`src/rtl/noc_pkg.sv`:
```
// Shared NoC definitions: route codes, header layout, injector states and the XY route function.
package noc_pkg;

  localparam logic [2:0] RT_L    = 3'd0;
  localparam logic [2:0] RT_N    = 3'd1;
  localparam logic [2:0] RT_E    = 3'd2;
  localparam logic [2:0] RT_S    = 3'd3;
  localparam logic [2:0] RT_W    = 3'd4;
  localparam logic [2:0] RT_IDLE = 3'd7;

  localparam int FLIT_W  = 8;
  localparam int COORD_W = 4;

  // Header flit: dest_x in bits [7:4], dest_y in bits [3:0].
  typedef struct packed {
    logic [COORD_W-1:0] dest_x;
    logic [COORD_W-1:0] dest_y;
  } hdr_t;

  typedef struct packed {
    logic              last;
    logic [FLIT_W-1:0] data;
  } flit_entry_t;

  typedef enum logic [1:0] {
    ST_IDLE,
    ST_ROUTE,
    ST_SEND,
    ST_DISCARD
  } inj_state_t;

  // Dimension-ordered routing: resolve X first, then Y, else deliver locally.
  function automatic logic [2:0] xy_route(hdr_t hdr, logic [COORD_W-1:0] x_id,
                                          logic [COORD_W-1:0] y_id);
    logic [2:0] rt;
    if (hdr.dest_x > x_id)      rt = RT_E;
    else if (hdr.dest_x < x_id) rt = RT_W;
    else if (hdr.dest_y > y_id) rt = RT_N;
    else if (hdr.dest_y < y_id) rt = RT_S;
    else                        rt = RT_L;
    return rt;
  endfunction

endpackage

```
`src/rtl/noc_sync_fifo.sv`:
```
// Show-ahead FIFO: dout is the head entry in the same cycle it is written; pop/push both honoured.
// Pushes while full are dropped; flush empties the FIFO on the next edge.
module noc_sync_fifo #(
  parameter int WIDTH = 9,
  parameter int DEPTH = 16
) (
  input  logic             clk,
  input  logic             rst,
  input  logic             flush,
  input  logic             push,
  input  logic [WIDTH-1:0] din,
  input  logic             pop,
  output logic [WIDTH-1:0] dout,
  output logic             full,
  output logic             empty
);

  localparam int AW = $clog2(DEPTH);

  logic [WIDTH-1:0] mem [DEPTH];
  logic [AW:0]      wr_ptr;
  logic [AW:0]      rd_ptr;
  logic             push_ok;
  logic             pop_ok;

  // Extra pointer bit distinguishes full from empty when the indices match.
  assign empty   = (wr_ptr == rd_ptr);
  assign full    = (wr_ptr[AW] != rd_ptr[AW]) && (wr_ptr[AW-1:0] == rd_ptr[AW-1:0]);
  assign push_ok = push && !full && !flush;
  assign pop_ok  = pop && !empty && !flush;
  assign dout    = mem[rd_ptr[AW-1:0]];

  always_ff @(posedge clk) begin
    if (rst || flush) begin
      wr_ptr <= '0;
      rd_ptr <= '0;
    end else begin
      if (push_ok) wr_ptr <= wr_ptr + 1'b1;
      if (pop_ok)  rd_ptr <= rd_ptr + 1'b1;
    end
  end

  always_ff @(posedge clk) begin
    if (push_ok) mem[wr_ptr[AW-1:0]] <= din;
  end

endmodule

```
`src/rtl/noc_local_injector.sv`:
```
// Local-port injector: buffers whole PE packets, XY-routes the header, then streams flits on grant.
// Request appears two edges after the completing push; each flit is held until grant_in accepts it.
module noc_local_injector
  import noc_pkg::*;
#(
  parameter int DEPTH  = 16,
  parameter int X_ID   = 0,
  parameter int Y_ID   = 0,
  parameter int MESH_X = 4,
  parameter int MESH_Y = 4
) (
  input  logic       clk,
  input  logic       rst,
  input  logic       wr_en,
  input  logic [7:0] wr_data,
  input  logic       wr_last,
  output logic       full,
  output logic [7:0] flit_out,
  output logic [2:0] request_out,
  input  logic       grant_in,
  output logic       busy,
  output logic       pkt_done,
  output logic       err_dest,
  output logic       err_oversize
);

  localparam int         CW    = $clog2(DEPTH) + 1;
  localparam logic [4:0] MAX_X = 5'(MESH_X);
  localparam logic [4:0] MAX_Y = 5'(MESH_Y);

  flit_entry_t fifo_din;
  flit_entry_t fifo_head;
  hdr_t        head_hdr;
  logic        fifo_full;
  logic        fifo_empty;
  logic        fifo_pop;
  logic        fifo_flush;
  logic        push_last;
  logic        pop_last;
  logic [CW-1:0] pkt_cnt;
  inj_state_t  state;
  logic [2:0]  route_q;
  logic        dest_bad_q;

  assign fifo_din = {wr_last, wr_data};
  assign head_hdr = fifo_head.data;
  assign full     = fifo_full;

  // A full FIFO with no complete packet can never drain: the packet is longer than DEPTH.
  assign fifo_flush = fifo_full && (pkt_cnt == '0);
  assign fifo_pop   = !fifo_empty &&
                      (((state == ST_SEND) && grant_in) || (state == ST_DISCARD));
  assign push_last  = wr_en && wr_last && !fifo_full;
  assign pop_last   = fifo_pop && fifo_head.last;
  assign flit_out   = (state == ST_SEND) ? fifo_head.data : '0;

  noc_sync_fifo #(
    .WIDTH($bits(flit_entry_t)),
    .DEPTH(DEPTH)
  ) u_fifo (
    .clk  (clk),
    .rst  (rst),
    .flush(fifo_flush),
    .push (wr_en),
    .din  (fifo_din),
    .pop  (fifo_pop),
    .dout (fifo_head),
    .full (fifo_full),
    .empty(fifo_empty)
  );

  always_ff @(posedge clk) begin
    if (rst || fifo_flush) begin
      pkt_cnt <= '0;
    end else if (push_last && !pop_last) begin
      pkt_cnt <= pkt_cnt + 1'b1;
    end else if (pop_last && !push_last) begin
      pkt_cnt <= pkt_cnt - 1'b1;
    end
  end

  always_ff @(posedge clk) begin
    if (rst) begin
      state        <= ST_IDLE;
      request_out  <= RT_IDLE;
      busy         <= 1'b0;
      pkt_done     <= 1'b0;
      err_dest     <= 1'b0;
      err_oversize <= 1'b0;
      route_q      <= RT_IDLE;
      dest_bad_q   <= 1'b0;
    end else begin
      pkt_done <= 1'b0;
      if (fifo_flush) err_oversize <= 1'b1;
      case (state)
        ST_IDLE: begin
          if (pkt_cnt != '0) begin
            route_q    <= xy_route(head_hdr, 4'(X_ID), 4'(Y_ID));
            dest_bad_q <= ({1'b0, head_hdr.dest_x} >= MAX_X) ||
                          ({1'b0, head_hdr.dest_y} >= MAX_Y);
            state      <= ST_ROUTE;
          end
        end
        ST_ROUTE: begin
          if (dest_bad_q) begin
            state <= ST_DISCARD;
          end else begin
            request_out <= route_q;
            busy        <= 1'b1;
            state       <= ST_SEND;
          end
        end
        ST_SEND: begin
          if (pop_last) begin
            request_out <= RT_IDLE;
            busy        <= 1'b0;
            pkt_done    <= 1'b1;
            state       <= ST_IDLE;
          end
        end
        ST_DISCARD: begin
          if (pop_last) begin
            err_dest <= 1'b1;
            state    <= ST_IDLE;
          end
        end
        default: state <= ST_IDLE;
      endcase
    end
  end

endmodule

```
`config.mk`:
```
export PLATFORM = sky130hd
export DESIGN_NAME = noc_local_injector
export DESIGN_NICKNAME = d
export VERILOG_FILES = /design/src/rtl/noc_pkg.sv /design/src/rtl/noc_sync_fifo.sv /design/src/rtl/noc_local_injector.sv
export SDC_FILE = /design/constraint.sdc
export NUM_CORES = 1
export LEC_CHECK = 0
export BUFFER_PORTS_ARGS = -buffer_cell sky130_fd_sc_hd__buf_2
export CAP_MARGIN = 15
export CORE_MARGIN = 2
export CORE_UTILIZATION = 51
export CTS_CLUSTER_SIZE = 28
export DETAILED_ROUTE_END_ITERATION = 10
export GPL_ROUTABILITY_DRIVEN = 0
export HOLD_SLACK_MARGIN = 0.12
export PLACE_DENSITY_LB_ADDON = 0.15
export SYNTH_ARGS = -nofsm -noshare
export SYNTH_HDL_FRONTEND = slang
export SYNTH_SLANG_ARGS = --single-unit
export TNS_END_PERCENT = 1
```
`constraint.sdc`:
```
create_clock -name clk -period 7.12 [get_ports clk]
set_input_delay 0.712 -clock clk [delete_from_list [all_inputs] [get_ports clk]]
set_output_delay 0.712 -clock clk [all_outputs]
set_load 0.05 [all_outputs]
```
==> impl_summary.log <==
INFO  metric design.core.area = roughly 14000 µm²
INFO  metric met2_length = 7020 µm
INFO  metric post_synth_fa_ha_maj_area_fraction = under 10%
INFO  metric ir_drop_worst_case_vdd = between 0.15 and 0.2 mV
INFO  metric grt_setup_unrepaired = no
INFO  metric cts_repair_resize_count = 0
INFO  metric finalCriticalPeriod = ~4000 ps
INFO  metric die_h = approximately 120 µm
INFO  metric r2r.worst_path.cells = 12
INFO  metric synth_xor_xnor_area_share = roughly 2.2%
INFO  metric via_count_of_the_first_global_routing_pass = roughly 3700
INFO  metric seq_area_frac_synth = approximately two thirds
INFO  metric pleak = between 0.002 and 0.003 µW
INFO  metric grt.overflow.total = 0
INFO  metric synth-edff-count = 144
INFO  metric stdcell_area = just over 8000 µm²
INFO  metric grt_start_max_net_pins = 34
INFO  metric result_of_the_run = finished, final reports clean
INFO  metric cts-htree-levels = 4
INFO  metric dominant_combinational_cell_family_by_area_after_synthesis = multiplexers
INFO  metric syn_area = 7270 µm²
INFO  metric synth_compound_gate_area_share = ~4.2%
INFO  metric netlist_instances = about 430
INFO  metric synth.ff_latch_count = 176
INFO  metric timing_worst_setup_path_type = flip-flop to flip-flop
INFO  metric muxShareOfSynthArea = around 14%
INFO  metric setup_viol = 0
INFO  metric relative_max_transition_margin = between 20% and 30%
INFO  metric n_antenna_cell = 0
INFO  metric floorplan.rows = between 40 and 50
INFO  metric holdCritPathClass = flip-flop to flip-flop
INFO  metric drive_gt1_share = roughly a quarter
INFO  metric topRoutingLayerUsed = met4
INFO  metric post-route-period-util = a little under three fifths
INFO  metric fin_nets = 490
INFO  metric die_w = about 120 µm
INFO  metric hold_viol = 0
INFO  metric fillers = 1032
INFO  metric dr.pass1.iters = 4
INFO  metric post_synth_num_cell_types = 51
INFO  metric timing_max_transition_violations_final = 0
INFO  metric crit_path_start_kind = flip-flop
INFO  metric total_clock_buffers_created_by_cts = 17
INFO  metric tightestPinTransition = 1130 ps
INFO  metric dr_total_vias = between 3000 and 4000
INFO  metric grt_antenna_before_repair = 0
INFO  metric die-area = between 15000 and 20000 µm²
INFO  metric hp-start = err_oversize$_SDFFE_PP0P_
INFO  metric detailedPlacementHpwl = roughly 8900 µm
INFO  metric clkSinkCount = 176
INFO  metric cp_max_fo = 31
INFO  metric insertion_delay = 420 ps
INFO  metric routedWlPerCell = 21.7 µm
INFO  metric power_density_over_the_cells = 289 nW/µm²
INFO  metric ios = 29
INFO  metric final_util = about 59%
INFO  metric master_cell_of_the_clock_root_buffer = sky130_fd_sc_hd__clkbuf_16
INFO  metric fin_worst_skew = 6.51 ps
INFO  metric grt.total_usage = 20.5%
INFO  metric synthFlopType = sky130_fd_sc_hd__edfxtp_1
INFO  metric area_growth = 12.4%
INFO  metric grt_first_pass_wirelength = roughly 22000 µm
INFO  metric vias_per_cell = 5.66
INFO  metric tritoncts = done
INFO  metric wl = ~14000 µm
INFO  metric cts.clk_slew.worst_paths = about 70 ps
INFO  metric leading_cell_types_in_the_layout_fill_and_taps_excluded = 144 x sky130_fd_sc_hd__edfxtp_1, 45 x sky130_fd_sc_hd__nor2_1, 31 x sky130_fd_sc_hd__mux4_2, 31 x sky130_fd_sc_hd__dfxtp_1, 28 x sky130_fd_sc_hd__buf_2
INFO  metric async_flop_share = 0%
INFO  metric drt_first_iter_violations = roughly 270
INFO  metric placement.cell_area = between 7000 and 8000 µm²
INFO  metric clk_buf_depth = 2
INFO  metric drcViolationCount = 0
INFO  metric critical_path_required = about 7400 ps
INFO  metric initial_core_util = roughly 52%
INFO  metric cap_viol_max_count = 0
INFO  metric final_common_cell = sky130_fd_sc_hd__edfxtp_1
INFO  metric synthesis.area_per_instance = roughly 17 µm²
INFO  metric critical_path.endpoint_type = flip-flop
INFO  metric hold-path-cell-count = 2
INFO  metric route.layer.met1.wl = ~6300 µm
INFO  metric setup-tns-final = 0 ps
INFO  metric yosys.area_share.simple = roughly 7%
INFO  metric antenna_left = 0
INFO  metric data_arrival_time_at_the_worst_slack_endpoint = 4290 ps
INFO  metric achievable-frequency = between 0.2 and 0.3 GHz
INFO  metric yosysWarningCount = 0
INFO  metric met3WireLength = ~740 µm
INFO  metric mappedNetlistNets = about 450
INFO  metric postCtsSetupRepairBufs = 0
INFO  metric post_cts_hold_buffer_count = 0
INFO  metric total_of_buffers_placed_on_input_and_output_ports = 28
-- Yosys cell counts (4+ instances only) --
cell type	instances	share of area, %
sky130_fd_sc_hd__a211oi_1	6	0.62
sky130_fd_sc_hd__a21oi_1	14	0.96
sky130_fd_sc_hd__clkbuf_1	7	0.36
sky130_fd_sc_hd__dfxtp_1	32	8.8
sky130_fd_sc_hd__edfxtp_1	144	59
sky130_fd_sc_hd__ha_1	9	1.5
sky130_fd_sc_hd__inv_1	4	0.21
sky130_fd_sc_hd__mux2i_1	7	0.96
sky130_fd_sc_hd__mux4_1	8	2.9
sky130_fd_sc_hd__mux4_2	31	9.6
sky130_fd_sc_hd__nand2_1	15	0.77
sky130_fd_sc_hd__nand2b_1	5	0.43
sky130_fd_sc_hd__nand3_1	6	0.41
sky130_fd_sc_hd__nor2_1	45	2.3
sky130_fd_sc_hd__nor2b_1	6	0.52
sky130_fd_sc_hd__nor3_1	17	1.2
sky130_fd_sc_hd__xnor2_1	12	1.4
sky130_fd_sc_hd__xor2_1	6	0.72
-- sequential cells by signal, indices dropped and copies added (netlist names), 2 cells and up, named ones only --
signal and flops:
u_fifo.mem 144, pkt_cnt 5, request_out 3, u_fifo.rd_ptr 5, route_q 3, state 2
u_fifo.wr_ptr 5
-- path summary, 6_finish.rpt --
check / endpoint / slack (ps)
worst max-delay path: pkt_cnt[4]$_SDFFE_PP0P_ / 3120
worst max register to register: pkt_cnt[4]$_SDFFE_PP0P_ / 3120
worst min-delay path: err_oversize$_SDFFE_PP0P_ / 440
worst min register to register: err_oversize$_SDFFE_PP0P_ / 440
-- routing by layer --
metal	GRT usage, %	vias up
met1	28.3	1890
met5	0	-
met3	4.52	18
met2	32.5	88
met4	7.39	0
li1	-	1740
-- through the flow --
stage / power [µW] / hold WS, ps / setup WS (ps) / instances
finish: 2360 / 444 / 3120 / 660
global route: 2450 / 483 / 2870 / 660
CTS: 2380 / 448 / 3070 / 658
detailed placement: 1430 / 438 / 3080 / 626
global placement: 1430 / 431 / 3180 / 625
floorplan: 1370 / 428 / 3990 / 426
-- where the power goes --
| part | total (µW) | internal, µW | switching (µW) |
|---|---|---|---|
| logic | 231 | 89.6 | 142 |
| registers | 1180 | 1140 | 33.0 |
| clock network | 955 | 567 | 388 |
-- cells by family after synthesis --
kind of cell / count (synthesis)
DFF: 176
muxes: 47
AOI/OAI and AO/OA: 43
adders and majority gates: 10
buffers and inverters: 25
xor gates and xnor gates: 18
and+or+nand+nor: 107
-- cell type report --
type	instances	area, µm²	area share, %
clock inverter	14	176	2.16
tap	180	225	2.76
timing repair buffer	43	264	3.23
clock buffer	18	439	5.37
inverter	4	15.0	0.184
multi-input combinational	225	2090	25.5
sequential	176	4970	60.8
-- worst max-delay path: stages (launching register included) --
cell and delay [ps]:
sky130_fd_sc_hd__dfxtp_2 1070, sky130_fd_sc_hd__mux4_1 660, sky130_fd_sc_hd__mux4_2 530, sky130_fd_sc_hd__o211ai_2 110, sky130_fd_sc_hd__ha_1 210, sky130_fd_sc_hd__inv_1 110
sky130_fd_sc_hd__fa_1 410, sky130_fd_sc_hd__a21o_1 190, sky130_fd_sc_hd__a21oi_1 170, sky130_fd_sc_hd__xnor2_1 130, sky130_fd_sc_hd__nor2_1 60, sky130_fd_sc_hd__xnor2_1 140
sky130_fd_sc_hd__nor2_1 50
No activity file was read; power rests on OpenSTA's default activity.
